## config.mk

```make
export PLATFORM = sky130hd
export DESIGN_NAME = branch_pc_ctrl
export DESIGN_NICKNAME = d
export VERILOG_FILES = /design/src/rtl/branch_pkg.sv /design/src/rtl/sat_counter.sv /design/src/rtl/branch_pc_ctrl.sv
export SDC_FILE = /design/constraint.sdc
export NUM_CORES = 1
export LEC_CHECK = 0
export CORE_ASPECT_RATIO = 0.6
export CORE_MARGIN = 2
export CORE_UTILIZATION = 48
export CTS_CLUSTER_SIZE = 20
export DETAILED_ROUTE_END_ITERATION = 10
export PLACE_DENSITY_LB_ADDON = 0.15
export SYNTH_ARGS = -nofsm -noshare
export SYNTH_HDL_FRONTEND = slang
export SYNTH_SLANG_ARGS = --single-unit
```

## constraint.sdc

```tcl
create_clock -name clk -period 4.3 [get_ports clk]
set_input_delay 0.86 -clock clk [delete_from_list [all_inputs] [get_ports clk]]
set_output_delay 0.86 -clock clk [all_outputs]
set_load 0.05 [all_outputs]
```

## src/rtl/branch_pkg.sv

```systemverilog
// rtl/branch_pkg.sv - shared types and constants for the PC / branch controller
package branch_pkg;

    localparam logic [2:0] BEQ  = 3'b000;
    localparam logic [2:0] BNE  = 3'b001;
    localparam logic [2:0] BLT  = 3'b100;
    localparam logic [2:0] BGE  = 3'b101;
    localparam logic [2:0] BLTU = 3'b110;
    localparam logic [2:0] BGEU = 3'b111;

    localparam logic [31:0] PC_STEP = 32'd4;

    typedef enum logic [1:0] {
        RUN   = 2'd0,
        FLUSH = 2'd1,
        HALT  = 2'd2
    } state_t;

    // funct3 010/011 are not branch encodings; such instructions fall through
    function automatic logic funct3_legal(input logic [2:0] funct3);
        case (funct3)
            BEQ, BNE, BLT, BGE, BLTU, BGEU: funct3_legal = 1'b1;
            default:                        funct3_legal = 1'b0;
        endcase
    endfunction

endpackage

```

## src/rtl/sat_counter.sv

```systemverilog
// rtl/sat_counter.sv - saturating up-counter that sticks at all-ones
module sat_counter #(
    parameter int W = 16
) (
    input  logic         clk,
    input  logic         rst_n,
    input  logic         inc,
    input  logic         en,
    output logic [W-1:0] count
);

    always_ff @(posedge clk) begin
        if (!rst_n) begin
            count <= '0;
        end else if (en && inc && (count != {W{1'b1}})) begin
            count <= count + W'(1);
        end
    end

endmodule

```

## src/rtl/branch_pc_ctrl.sv

```systemverilog
// rtl/branch_pc_ctrl.sv - PC register, next-PC selection, flush window and branch statistics
module branch_pc_ctrl
    import branch_pkg::*;
#(
    parameter logic [31:0] RESET_PC     = 32'h0000_0000,
    parameter int          FLUSH_CYCLES = 1,
    parameter int          COUNT_W      = 16
) (
    input  logic               clk,
    input  logic               rst_n,
    input  logic               stall_i,
    input  logic               instr_valid_i,
    input  logic               is_branch_i,
    input  logic               is_jal_i,
    input  logic               is_jalr_i,
    input  logic [2:0]         funct3_i,
    input  logic [31:0]        rs1_data_i,
    input  logic [31:0]        rs2_data_i,
    input  logic [31:0]        imm_i,
    output logic [31:0]        cmp_operand_a_o,
    output logic [31:0]        cmp_operand_b_o,
    output logic [2:0]         cmp_operation_o,
    input  logic               cmp_result_i,
    output logic [31:0]        pc_o,
    output logic               flush_o,
    output logic               misalign_o,
    output logic [COUNT_W-1:0] branch_count_o,
    output logic [COUNT_W-1:0] taken_count_o
);

    localparam logic [2:0] FLUSH_LOAD = 3'(FLUSH_CYCLES);

    state_t      state_q, state_d;
    logic [31:0] pc_q, pc_d;
    logic [2:0]  fcnt_q, fcnt_d;
    logic        mis_q, mis_d;
    logic        flush_q;

    logic [31:0] target;
    logic        taken;
    logic        count_branch;
    logic        count_taken;

    assign cmp_operand_a_o = rs1_data_i;
    assign cmp_operand_b_o = rs2_data_i;
    assign cmp_operation_o = funct3_i;

    always_comb begin
        state_d      = state_q;
        pc_d         = pc_q;
        fcnt_d       = fcnt_q;
        mis_d        = mis_q;
        target       = '0;
        taken        = 1'b0;
        count_branch = 1'b0;
        count_taken  = 1'b0;

        case (state_q)
            RUN: begin
                if (instr_valid_i) begin
                    if (is_jal_i) begin
                        target = pc_q + imm_i;
                        taken  = 1'b1;
                    end else if (is_jalr_i) begin
                        target = (rs1_data_i + imm_i) & ~32'h1;
                        taken  = 1'b1;
                    end else if (is_branch_i && funct3_legal(funct3_i)) begin
                        target       = pc_q + imm_i;
                        taken        = cmp_result_i;
                        count_branch = 1'b1;
                    end

                    // a misaligned redirect freezes the PC at the offending instruction
                    if (taken) begin
                        if (target[1:0] != 2'b00) begin
                            mis_d   = 1'b1;
                            state_d = HALT;
                        end else begin
                            pc_d        = target;
                            count_taken = 1'b1;
                            if (FLUSH_CYCLES > 0) begin
                                state_d = FLUSH;
                                fcnt_d  = FLUSH_LOAD;
                            end
                        end
                    end else begin
                        pc_d = pc_q + PC_STEP;
                    end
                end
            end

            FLUSH: begin
                pc_d   = pc_q + PC_STEP;
                fcnt_d = fcnt_q - 3'd1;
                if (fcnt_q == 3'd1) begin
                    state_d = RUN;
                end
            end

            HALT: begin
                state_d = HALT;
            end

            default: begin
                state_d = RUN;
            end
        endcase
    end

    always_ff @(posedge clk) begin
        if (!rst_n) begin
            state_q <= RUN;
            pc_q    <= RESET_PC;
            fcnt_q  <= '0;
            mis_q   <= 1'b0;
            flush_q <= 1'b0;
        end else if (!stall_i) begin
            state_q <= state_d;
            pc_q    <= pc_d;
            fcnt_q  <= fcnt_d;
            mis_q   <= mis_d;
            flush_q <= (state_d != RUN);
        end
    end

    sat_counter #(.W(COUNT_W)) u_branch_count (
        .clk   (clk),
        .rst_n (rst_n),
        .inc   (count_branch),
        .en    (!stall_i),
        .count (branch_count_o)
    );

    sat_counter #(.W(COUNT_W)) u_taken_count (
        .clk   (clk),
        .rst_n (rst_n),
        .inc   (count_taken),
        .en    (!stall_i),
        .count (taken_count_o)
    );

    assign pc_o       = pc_q;
    assign flush_o    = flush_q;
    assign misalign_o = mis_q;

endmodule

```

==> metrics.cfg <==
[global_route]
grt_max_degree=55
grt_use_total_pct=27.11
grt_pass1_wl_mm=35.36
grt_pass1_vias=6715
antenna_found_initial=0
overflow=0

[final_layout]
antenna_cells=0
ff_latch_area_sq_um=1421
layout-drive-gt1-share_pct=4.224
final_area_sq_um=9139
syn_to_final_growth_pct=24.15
n_fill_cell=1411
finish.utilization_pct=60.31
multi_input_comb_area_sq_um=5224
final_common_cell=clkdlybuf4s50_1
layout_common_cells=clkdlybuf4s50_1, nor2_1, a21oi_1
nNetsFinal=1259

[clock_network]
clk_latency_ns=0.35
cts_buffers=9
cts_max_level=3
clk_pin_slew_ns=0.07
postCtsHoldBufs=0
cts_tree=done
cts_setup_buffers=0
cts_sinks=71
ctsResizeCount=0
root_buffer=clkbuf_16
cts.path.max_buffers=2

[timing]
drv_slew=0
setup_tns_ns=0
finalSetupViolations=0
period_needed_ns=3.922
skew_ns=0.008399
rsz0062_at_grt=no
slew_headroom_pct=34.30
timing_hold_violations_final=0
whs_ns=0.5007
timing.final.crit_share_pct=91.22
worst_pin_slew_ns=0.9841
fmax_mhz=254.9

[routing]
via_per_inst=5.882
drc=0
dr.pass1.iters=5
wire_per_inst_um=17.51
antenna_left=0
drtIter0Drc=618
wl_mm=22.62
num_vias=7600

[pwr]
power_frac_clock_pct=30.7
power_frac_comb_pct=39.6
p_seq_share_pct=29.8
switching_share_pct=39.52
p_leak_uw=0.003682
irDropWorstVdd_v=0.0001914
finalPower_uw=2454
power.net_switching_uw=969.8
p_per_area_nw_per_um2=268.5
p_int_uw=1484

[critical_path]
path_max_fanout=5
cp_num_buf_inv=1
crit_type=input pin to flop
start_kind=input pin
cp_data_arrival_time_ns=4.15
crit_path_top_delay_cell=clkdlybuf4s50_1
worstSetupEndpointType=flop
required_ns=4.52
cp_cell_sequence=clkdlybuf4s50_1 -> ha_1 -> fa_1 -> a21oi_1 -> o21ai_1 -> a22o_1 -> a31o_1 -> a221o_1 -> a22oi_4 -> o21ai_2 -> xor2_1 -> a221oi_1 -> a2111oi_0
critical-path-top-delay-family=compound AO/OA/AOI/OAI gates
cpPeakStageDelay_ns=0.45

[synthesis]
yosys_warnings=0
synth.net_count=1158
synth-seq-cells=71
synthArstFlopShare_pct=0
synth-edff-count=0
synth_cell_type_count=67
synthFlopType=dfxtp_1
syn_area_sq_um=7361
ys_seq_area_share_pct=19.31
syn_avg_cell_area_sq_um=7.488
netlist_instances=983

[floorplanning]
pin_count=240
initial_core_util_pct=48.58
die_area_sq_um=16370
dieWidth_um=163.9
core-area_sq_um=15150
die_h_um=99.92
num_rows=35

[placement]
dpl_cell_area_sq_um=8845
hpwl_mm=17.55
place.gp.congestion=0.9397
port_buffers=173

[run]
maxCapViolCount=0

[status]
status=finished clean

[worst_hold_path]
hold_path.class=flop to flop

-- flip-flops by register name (all words and copies together), names as in the netlist --
name                  flops
fcnt_q                    3
flush_o                   1
misalign_o                1
pc_o                     32
state_q                   2
u_branch_count.count     16
u_taken_count.count      16
-- Yosys cell counts, drive strengths merged, types with 11 or more instances --
| cell type | instances | area share (%) |
|---|---|---|
| and2 | 11 | 0.93 |
| nor2 | 104 | 5.3 |
| nand3 | 31 | 2.1 |
| ha | 66 | 11 |
| nand2 | 73 | 3.7 |
| nor3 | 22 | 1.5 |
| a21o | 39 | 4.0 |
| xor2 | 42 | 5.0 |
| buf | 69 | 7.0 |
| o21ai | 49 | 3.4 |
| o221ai | 11 | 1.3 |
| a221oi | 13 | 1.5 |
| xnor2 | 44 | 5.2 |
| inv | 23 | 1.2 |
| nand4 | 22 | 1.9 |
| and3 | 20 | 1.7 |
| dfxtp | 71 | 19 |
| a21oi | 103 | 7.1 |
| clkbuf | 31 | 1.6 |
-- metal layers --
metal | vias to the layer above | share of wire (%) | global-route usage, %
li1 | 3747 | - | -
met1 | 3450 | 51 | 42.86
met2 | 370 | 36 | 35.20
met3 | 33 | 11 | 7.603
met4 | 0 | 1.5 | 6.073
met5 | - | 0 | 0
-- path summary, 6_finish.rpt --
path	startpoint	to	slack, ns	cells after the start
worst max-delay path	imm_i[0]	pc_o[22]	0.38	13
worst min-delay path	fcnt_q[1]	fcnt_q[1]	0.50	2
worst max register to register	pc_o[0]	pc_o[22]	1.02	12
worst min register to register	fcnt_q[1]	fcnt_q[1]	0.50	2
-- area by class of cell --
type	instances	share of cell area (%)
inverter	23	0.9447
tap	203	2.779
timing repair buffer	190	20.34
clock buffer	9	2.464
sequential	71	15.55
multi-input combinational	789	57.16
clock inverter	7	0.7530
-- cell families after synthesis --
group	share of synthesized area, %
flops	19.31
mux	0.4080
simple gates	21.60
compound gates	26.96
fa+ha+maj	11.76
buf+inv	9.723
xor+xnor	10.23
-- through the flow --
step | worst slack [ns] | instances
6_report | 0.3775 | 1292
4_1_cts | 0.4215 | 1292
3_3_place_gp | 0.1346 | 1276
5_1_grt | 0.1513 | 1292
2_1_floorplan | 0.7981 | 983
3_5_place_dp | 0.08510 | 1276
-- power by group through the flow --
stage                     combinational [uW]  sequential, uW  clock [uW]
final                                    971             731         752
after global routing                    1050             733         785
after CTS                                957             729         761
after detailed placement                 949             743           0
after global placement                   949             744           0
after floorplan                          677             802           0
-- worst register-to-register path, delay by kind of cell, from the launching register on --
family	cells	cell delay [ns]
compound gates	9	2.02
fa+ha+maj	2	0.64
xor+xnor	1	0.16
flops	1	0.34
No activity file was read; power rests on OpenSTA's default activity.
